==> config.mk <==
export PLATFORM = sky130hd
export DESIGN_NAME = key_input_my
export DESIGN_NICKNAME = d
export VERILOG_FILES = /design/src/rtl/clock_pkg.sv /design/src/rtl/key_chan_my.sv /design/src/rtl/key_input_my.sv
export SDC_FILE = /design/constraint.sdc
export NUM_CORES = 1
export LEC_CHECK = 0
export ABC_AREA = 1
export BUFFER_PORTS_ARGS = -buffer_cell sky130_fd_sc_hd__buf_2
export CAP_MARGIN = 20
export CORE_MARGIN = 1.5
export CORE_UTILIZATION = 60
export DETAILED_ROUTE_END_ITERATION = 10
export HOLD_SLACK_MARGIN = 0.06
export MAX_ROUTING_LAYER = met4
export PLACE_DENSITY = 0.77
export REMOVE_ABC_BUFFERS = 1
export SYNTH_ARGS = -nofsm -noshare
export SYNTH_HDL_FRONTEND = slang
export SYNTH_SLANG_ARGS = --single-unit
export TNS_END_PERCENT = 100
==> constraint.sdc <==
create_clock -name i_clk -period 4.95 [get_ports i_clk]
set_clock_uncertainty 0.15 [all_clocks]
set_input_delay 0.99 -clock i_clk [delete_from_list [all_inputs] [get_ports i_clk]]
set_output_delay 0.99 -clock i_clk [all_outputs]
set_load 0.005 [all_outputs]
==> src/rtl/clock_pkg.sv <==
// clock_pkg: key timing constants for the 50 MHz system and the auto-repeat phase encoding
package clock_pkg;
  localparam int DEB_CNT_20MS     = 1_000_000;
  localparam int HOLD_CNT_1S      = 50_000_000;
  localparam int REPEAT_CNT_200MS = 10_000_000;
  typedef enum logic [1:0] {
    IDLE   = 2'd0,
    HOLD   = 2'd1,
    REPEAT = 2'd2
  } phase_t;
endpackage

==> src/rtl/key_chan_my.sv <==
// key_chan_my: one key channel - synchroniser, debouncer, press/release strobes and auto-repeat
module key_chan_my
  import clock_pkg::*;
#(
  parameter int DEB_CNT    = DEB_CNT_20MS,
  parameter int HOLD_CNT   = HOLD_CNT_1S,
  parameter int REPEAT_CNT = REPEAT_CNT_200MS,
  parameter int DEB_WIDTH  = 20,
  parameter int HOLD_WIDTH = 26
) (
  input  logic i_clk,
  input  logic i_rst_n,
  input  logic i_key_n,
  output logic o_level,
  output logic o_press,
  output logic o_release,
  output logic o_repeat
);
  logic                  r_sync1;
  logic                  r_sync2;
  logic                  r_stable;
  logic [DEB_WIDTH-1:0]  r_deb_cnt;
  logic                  r_press;
  logic                  r_release;
  logic                  r_repeat;
  phase_t                r_phase;
  logic [HOLD_WIDTH-1:0] r_hold_cnt;
  logic                  w_mis;
  logic                  w_acc;
  logic                  w_top;
  logic [DEB_WIDTH-1:0]  w_deb_nxt;
  phase_t                w_phase_nxt;
  logic [HOLD_WIDTH-1:0] w_hold_nxt;
  logic                  w_rep_nxt;

  // debounce: count consecutive mismatching samples, accept the new level on the last one
  always_comb begin
    w_mis     = (~r_sync2) != r_stable;
    w_acc     = w_mis && (r_deb_cnt == DEB_WIDTH'(DEB_CNT - 1));
    w_deb_nxt = (!w_mis || w_acc) ? '0 : r_deb_cnt + 1'b1;
    w_top     = ((r_phase == HOLD) && (r_hold_cnt == HOLD_WIDTH'(HOLD_CNT - 1))) ||
                ((r_phase == REPEAT) && (r_hold_cnt == HOLD_WIDTH'(REPEAT_CNT - 1)));
  end

  // repeat phase next state: an accepted edge overrides any pending repeat strobe
  always_comb begin
    w_phase_nxt = r_phase;
    w_hold_nxt  = r_hold_cnt;
    w_rep_nxt   = 1'b0;
    if (w_acc) begin
      w_phase_nxt = r_stable ? IDLE : HOLD;
      w_hold_nxt  = '0;
    end else if (r_phase != IDLE) begin
      if (w_top) begin
        w_phase_nxt = REPEAT;
        w_hold_nxt  = '0;
        w_rep_nxt   = 1'b1;
      end else begin
        w_hold_nxt = r_hold_cnt + 1'b1;
      end
    end
  end

  // state registers; synchroniser resets to the released level so a held key re-debounces
  always_ff @(posedge i_clk or negedge i_rst_n) begin
    if (!i_rst_n) begin
      r_sync1    <= 1'b1;
      r_sync2    <= 1'b1;
      r_stable   <= 1'b0;
      r_deb_cnt  <= '0;
      r_press    <= 1'b0;
      r_release  <= 1'b0;
      r_repeat   <= 1'b0;
      r_phase    <= IDLE;
      r_hold_cnt <= '0;
    end else begin
      r_sync1    <= i_key_n;
      r_sync2    <= r_sync1;
      r_stable   <= r_stable ^ w_acc;
      r_deb_cnt  <= w_deb_nxt;
      r_press    <= w_acc && !r_stable;
      r_release  <= w_acc && r_stable;
      r_repeat   <= w_rep_nxt;
      r_phase    <= w_phase_nxt;
      r_hold_cnt <= w_hold_nxt;
    end
  end

  assign o_level   = r_stable;
  assign o_press   = r_press;
  assign o_release = r_release;
  assign o_repeat  = r_repeat;
endmodule

==> src/rtl/key_input_my.sv <==
// key_input_my: push-button conditioner producing clean level, press, release and repeat strobes per key
module key_input_my
  import clock_pkg::*;
#(
  parameter int NUM_KEYS   = 2,
  parameter int DEB_CNT    = DEB_CNT_20MS,
  parameter int HOLD_CNT   = HOLD_CNT_1S,
  parameter int REPEAT_CNT = REPEAT_CNT_200MS,
  parameter int DEB_WIDTH  = 20,
  parameter int HOLD_WIDTH = 26
) (
  input  logic                i_clk,
  input  logic                i_rst_n,
  input  logic [NUM_KEYS-1:0] i_key_n,
  output logic [NUM_KEYS-1:0] o_level,
  output logic [NUM_KEYS-1:0] o_press,
  output logic [NUM_KEYS-1:0] o_release,
  output logic [NUM_KEYS-1:0] o_repeat
);
  for (genvar g = 0; g < NUM_KEYS; g++) begin : g_chan
    key_chan_my #(
      .DEB_CNT   (DEB_CNT),
      .HOLD_CNT  (HOLD_CNT),
      .REPEAT_CNT(REPEAT_CNT),
      .DEB_WIDTH (DEB_WIDTH),
      .HOLD_WIDTH(HOLD_WIDTH)
    ) u_chan (
      .i_clk    (i_clk),
      .i_rst_n  (i_rst_n),
      .i_key_n  (i_key_n[g]),
      .o_level  (o_level[g]),
      .o_press  (o_press[g]),
      .o_release(o_release[g]),
      .o_repeat (o_repeat[g])
    );
  end
endmodule

==> impl_metrics.ini, run 1 <==
[global_routing]
grt_start_max_net_pins = 82
grt_usage_pct = 26.9
grt_pass1_vias = 5365
overflow = 0
grt_pass1_wl_mm = 23.9
grt_antenna_before_repair = 0

[logic_synthesis]
yosysSeqAreaShare_pct = 41.8
yosysUniqueCellTypes = 37
avgSynthCellArea_um2 = 7.19
yosys_warnings = 0
synth_ff_type = dfrtp_1
syn_area_mm2 = 0.00648
ys_seq_elements = 108
netlist_instances = 901
async_flop_share_pct = 100
synth_edf_count = 0

[job]
cap_viol_max_count = 0

[clock_network]
clockBufferDepth = 2
cts.clk_slew.worst_paths_ps = 110
post_cts_buffers = 0
cts_tree = built
cts.sinks = 108
cts_hold_buf = 0
clk_latency_ps = 390
htree_levels = 3
cts_resized = 0
cts_buffers = 9
cts_root_buffer = clkbuf_8

[die]
core-area_mm2 = 0.0104
die_h_um = 107
initial_utilization_pct = 62.2
placementRows = 37
ios = 12
dieArea_mm2 = 0.0114
die_w_um = 107

[drt]
drt_wl_total_mm = 14.0
drt-pass1-iter-count = 5
viasPerCell = 5.53
drt_iter0_markers = 396
drc = 0
ant_nets = 0
routedWlPerCell_um = 13.4
vias = 5785

[final_layout]
fin_nets = 917
final_util_pct = 65.0
drive_above_1_share_pct = 8.02
diodes = 0
area.growth.synth_to_final_pct = 4.52

[power]
p_leak_uw = 0.00330
vdd_drop_max_mv = 0.195
p_per_area_mw_per_mm2 = 214

[placement]
port-buffer-count = 11
dp.final_hpwl_mm = 10.2
place_congestion = 0.939

[sta]
fin_setup_tns_ps = 0
post-route-min-period_ps = 2210
fmax_mhz = 453
rsz0062_at_grt = false
slew_violations = 0
max_slew.worst_pin.slew_ps = 586
relSlewSlack_pct = 60.9
hold_viol = 0
post-route-period-util_pct = 44.6
setup_viol = 0

[critical_path]
crit_path_end_kind = register
worstPathRequired_ps = 5090
worstSetupPathType = reg -> reg
crit_buf_inv = 3
critPathArrivalTime_ps = 2340
cp_slowest_cell = dfrtp_1
critPathMaxStageDelay_ps = 410
cp_max_fo = 12
crit_family = simple AND/OR/NAND/NOR gates
crit_path_start_kind = register
crit_chain = ha_1 -> nand3_2 -> inv_2 -> nand3_2 -> inv_1 -> nand3_1 -> nand2_1 -> inv_1 -> o21ai_0 -> a21oi_1

[min_path]
hold_class = reg -> reg

[status]
status = complete, no violations
path summary, 6_finish.rpt:
path	cells past startpoint	from	endpoint	slack (ps)
worst max-delay path	10	g_chan[0].u_chan.r_deb_cnt[0]	g_chan[0].u_chan.r_deb_cnt[9]	2740
worst min-delay path	0	g_chan[1].u_chan.r_sync1	g_chan[1].u_chan.r_sync2	210
worst max register to register	10	g_chan[0].u_chan.r_deb_cnt[0]	g_chan[0].u_chan.r_deb_cnt[9]	2740
worst min register to register	0	g_chan[1].u_chan.r_sync1	g_chan[1].u_chan.r_sync2	210
max in group asynchronous	2	i_rst_n	g_chan[1].u_chan.r_sync2	3510
min in group asynchronous	1	i_rst_n	g_chan[1].u_chan.r_hold_cnt[12]	390
state kept, by name, summed over array words and instances, names as in the netlist:
signal and count:
g_chan.u_chan.o_level 2, g_chan.u_chan.o_press 2, g_chan.u_chan.o_release 2, g_chan.u_chan.o_repeat 2, g_chan.u_chan.r_deb_cnt 40, g_chan.u_chan.r_hold_cnt 52
g_chan.u_chan.r_phase 4, g_chan.u_chan.r_sync1 2, g_chan.u_chan.r_sync2 2
layer usage:
metal	track usage (%)	wire, µm	vias to the layer above
met1	35.7	6510	2714
met2	42.2	6580	165
met3	5.47	738	21
met4	7.90	212	0
met5	-	0	-
li1	-	-	2885
report_power, final:
part           internal (µW)  leakage [µW]  switching (µW)
clock                    203     0.0000881             316
sequential               889       0.00149            5.60
combinational           10.1       0.00172            29.3
layout make-up:
| class | count | area, µm² |
|---|---|---|
| Fill cell | 922 | 3640 |
| Multi-Input combinational cell | 664 | 3210 |
| Sequential cell | 108 | 2710 |
| Inverter | 109 | 409 |
| Tap cell | 136 | 170 |
| Clock buffer | 11 | 141 |
| Timing Repair Buffer | 13 | 92.6 |
| Clock inverter | 5 | 43.8 |
layout by cell type (no fill, tap or decap), drive strengths merged:
cell | synthesis | routed
nand3b | 1 | 1
ha | 8 | 8
nor3 | 35 | 35
or2 | 1 | 1
nand3 | 86 | 86
nand4 | 35 | 35
nor2 | 185 | 185
a21oi | 33 | 33
o2111ai | 1 | 1
o31ai | 1 | 1
buf | 20 | 13
o21a | 2 | 2
dfstp | 4 | 4
nor4 | 4 | 4
nor3b | 4 | 4
clkinvlp | 0 | 2
clkinv | 0 | 1
xor2 | 13 | 13
dfrtp | 104 | 104
clkbuf | 0 | 11
inv | 109 | 111
nand2 | 234 | 234
o21ai | 17 | 17
xnor2 | 4 | 4
through the flow:
stage | setup slack (ps) | power, µW | std cells | cell area (µm²) | hold WS, ps
after floorplan | 3110 | 925 | 881 | 6330 | 195
after global routing | 2510 | 1510 | 1046 | 6780 | 217
after detailed placement | 2530 | 950 | 1029 | 6560 | 198
after CTS | 2730 | 1470 | 1045 | 6750 | 213
final | 2740 | 1450 | 1046 | 6780 | 212
after global placement | 2570 | 948 | 1029 | 6560 | 198
worst register-to-register path: stages (launching register included):
cell and delay, ps:
dfrtp_1 410, ha_1 260, nand3_2 140, inv_2 100, nand3_2 70, inv_1 140
nand3_1 90, nand2_1 300, inv_1 250, o21ai_0 130, a21oi_1 70
cell usage after synthesis, types with 2 or more instances:
library cell | n | share of area (%)
a21oi_1 | 32 | 2.5
buf_2 | 4 | 0.31
buf_4 | 12 | 1.4
buf_6 | 4 | 0.69
dfrtp_1 | 104 | 40
dfstp_2 | 4 | 1.6
ha_1 | 8 | 1.5
inv_1 | 105 | 6.1
inv_2 | 4 | 0.23
nand2_1 | 223 | 13
nand2_2 | 9 | 0.87
nand2_4 | 2 | 0.35
nand3_1 | 81 | 6.3
nand3_2 | 3 | 0.46
nand3_4 | 2 | 0.54
nand4_1 | 32 | 3.1
nand4_4 | 2 | 0.66
nor2_1 | 175 | 10
nor2_2 | 7 | 0.68
nor2_4 | 3 | 0.52
nor3_1 | 32 | 2.5
nor3_4 | 2 | 0.50
nor3b_1 | 4 | 0.46
nor4_1 | 3 | 0.29
o21a_1 | 2 | 0.23
o21ai_0 | 17 | 1.3
xnor2_1 | 2 | 0.27
xnor2_2 | 2 | 0.50
xor2_1 | 13 | 1.8
logic make-up after synthesis:
| kind of cell | count (synthesis) | share of synthesized area [%] |
|---|---|---|
| AO/OA/AOI/OAI | 54 | 4.52 |
| adder cells (fa/ha/maj) | 8 | 1.54 |
| flip-flops | 108 | 41.8 |
| XOR/XNOR | 17 | 2.53 |
| AND/OR/NAND/NOR | 585 | 40.9 |
| buffers and inverters | 129 | 8.70 |
Note: power is estimated with default switching activity, not from simulation.
==> inputs of run 2 (changes only) <==
- CORE_UTILIZATION: 60 -> 57
- PLACE_DENSITY: 0.77 -> 0.76
- clock period: 4.95 -> 1.8 ns (I/O delays scaled with it)
==> run 2 against run 1 <==
Compared with the run above: the flow now finishes with violations (setup timing); total power grew to 3.2 times the previous value; final area is 19% higher; sequential cell count stayed put; combinational power grew to 3.8 times the previous value; non-clock buffer count is 84 higher; largest cell class unchanged.
==> impl_metrics.ini, run 2 (synthesized netlist as in run 1, its figures left out) <==
[placement]
port-buffer-count = 11
dp.final_hpwl_mm = 10.7
place_congestion = 0.979
dpl.cell_count = 1096

[die]
die_h_um = 110
core-area_mm2 = 0.0110
dieArea_mm2 = 0.0120
initial_utilization_pct = 59.0
ios = 12
die_w_um = 110
placementRows = 38

[clock_network]
htree_levels = 3
clk_latency_ps = 360
cts_root_buffer = clkbuf_16
clockBufferDepth = 2
cts_buffers = 9
cts_tree = built
cts.sinks = 108
cts.clk_slew.worst_paths_ps = 80

[final_layout]
largest_reg_flops = 52
fill_cells = 806
largestRegisters = g_chan.u_chan.r_hold_cnt: 52 flops, g_chan.u_chan.r_deb_cnt: 40 flops, g_chan.u_chan.r_phase: 4 flops
diodes = 0
area.growth.synth_to_final_pct = 24.5
regMostFlops = g_chan.u_chan.r_hold_cnt
final_cell_mix = nand2_1 (199), nor2_1 (143), dfrtp_1 (101)
final_common_cell = nand2_1
fin_nets = 1001
fin_cells = 1134
drive_above_1_share_pct = 24.0

[sta]
slew_violations = 0
setup_viol = 8
max_slew.worst_pin.slew_ps = 496
post-route-min-period_ps = 1820
rsz0062_at_grt = true
worst_slack_ps = -19.7
fmax_mhz = 550
hold_viol = 0
relSlewSlack_pct = 66.8
post-route-period-util_pct = 101

[critical_path]
crit_buf_inv = 1
crit_path_start_kind = register
r2r_start = g_chan[1].u_chan.r_deb_cnt[0]
crit_path_end_kind = register
crit_family = simple AND/OR/NAND/NOR gates
cp_max_fo = 7
cpMostUsedCell = nand3_4
reg2reg_slack_ps = -20
cp_slowest_cell = dfrtp_1
crit_chain = ha_2 -> nand3_4 -> nor3_4 -> nand3_4 -> nor2_4 -> a21oi_4 -> buf_12 -> nand2_1 -> nor2_1
timing.rr.end = g_chan[1].u_chan.r_hold_cnt[9]
worstSetupPathType = reg -> reg
critPathArrivalTime_ps = 1920
worstPathRequired_ps = 1900
critPathMaxStageDelay_ps = 350
rr_worst_depth = 9

[drt]
drc = 0
drt-pass1-iter-count = 5
routedWlPerCell_um = 14.5
drt_iter0_markers = 478
vias = 6228
drt_wl_total_mm = 16.5
viasPerCell = 5.49
ant_nets = 0

[min_path]
holdPathEnd = g_chan[0].u_chan.r_sync2
hold_class = reg -> reg
holdPathStages = 0
hp-start = g_chan[0].u_chan.r_sync1

[status]
violations = setup timing
status = finished, violations left

[global_routing]
gr-usage-met1_pct = 35.3
grt_pass1_vias = 5569
overflow = 0
met2_usage_pct = 43.3
globalRouteMet3Util_pct = 5.93
top_usage_layer = met2
grt_usage_pct = 27.4
grt_antenna_before_repair = 0
grt_start_max_net_pins = 37
grt_pass1_wl_mm = 25.2

[power]
power_uw = 4630
p_leak_uw = 0.00390
vdd_drop_max_mv = 1.08
p_per_area_mw_per_mm2 = 574

[job]
cap_viol_max_count = 0
-- run 2: changes by cell type in the layout (fill, tap and decap cells not counted), sizes merged --
| cell | before | now |
|---|---|---|
| dlygate4sd3 | 0 | 3 |
| inv | 111 | 113 |
| clkinv | 1 | 2 |
| clkinvlp | 2 | 0 |
| buf | 13 | 88 |
| clkbuf | 11 | 16 |
-- run 2: worst reg2reg max path, delay by kind of cell (launching register included) --
family                   cells  cell delay, ps
AND/OR/NAND/NOR              6             760
buffers and inverters        1             170
AO/OA/AOI/OAI                1              80
adder cells (fa/ha/maj)      1             210
flip-flops                   1             350
-- run 2: area by class of cell --
class                           instances  area (µm²)  area share [%]
Clock buffer                           10         239            2.96
Clock inverter                          6        65.1           0.806
Inverter                              109         417            5.16
Multi-Input combinational cell        664        3550            44.0
Sequential cell                       108        2710            33.6
Tap cell                              140         175            2.17
Timing Repair Buffer                   97         910            11.3
-- run 2: power breakdown --
group	switching, µW	internal (µW)	total [µW]
sequential	16.2	2440	2460
combinational	93.4	57.1	150
clock	1000	1020	2020
total	1110	3520	4630
-- run 2: timing repair --
item                                    in CTS  in global routing
pin swaps                                    0                 25
resized for setup                            3                107
endpoints found under the hold margin       24                  0
buffers inserted                             0                 13
endpoints found under the setup margin       3                 83
cloned                                       0                  7
hold buffers                                 3                  0
-- run 2: worst max-delay path by stage --
stage	from	endpoint	slack, ps	depth (start not counted)
2_1_floorplan	g_chan[0].u_chan.r_deb_cnt[0]	g_chan[0].u_chan.r_deb_cnt[7]	-40	10
3_3_place_gp	g_chan[1].u_chan.r_deb_cnt[0]	g_chan[1].u_chan.r_hold_cnt[3]	40	9
3_5_place_dp	g_chan[0].u_chan.r_deb_cnt[0]	g_chan[0].u_chan.r_deb_cnt[7]	-10	10
4_1_cts	g_chan[1].u_chan.r_deb_cnt[0]	g_chan[1].u_chan.r_hold_cnt[23]	0.6	9
5_1_grt	g_chan[1].u_chan.r_deb_cnt[1]	g_chan[1].u_chan.r_hold_cnt[9]	-140	9
6_report	g_chan[1].u_chan.r_deb_cnt[0]	g_chan[1].u_chan.r_hold_cnt[9]	-20	9
-- run 2: per-stage QoR --
step	hold slack, ps	instance area [µm²]	setup slack (ps)	TNS, ps	util [%]
global placement	146	7120	44.6	0	64.8
floorplan	-85.6	6330	-36.7	-173	-
finish	207	8070	-19.7	-52.2	73.5
detailed placement	147	7120	-9.82	-14.8	64.8
CTS	208	7450	0.575	0	67.9
global route	214	8070	-141	-3460	73.5
-- run 2: per-layer routing --
metal	wire, µm	vias up
met5	0	-
met4	509	0
met3	982	47
met2	8000	241
met1	7000	2881
li1	-	3059
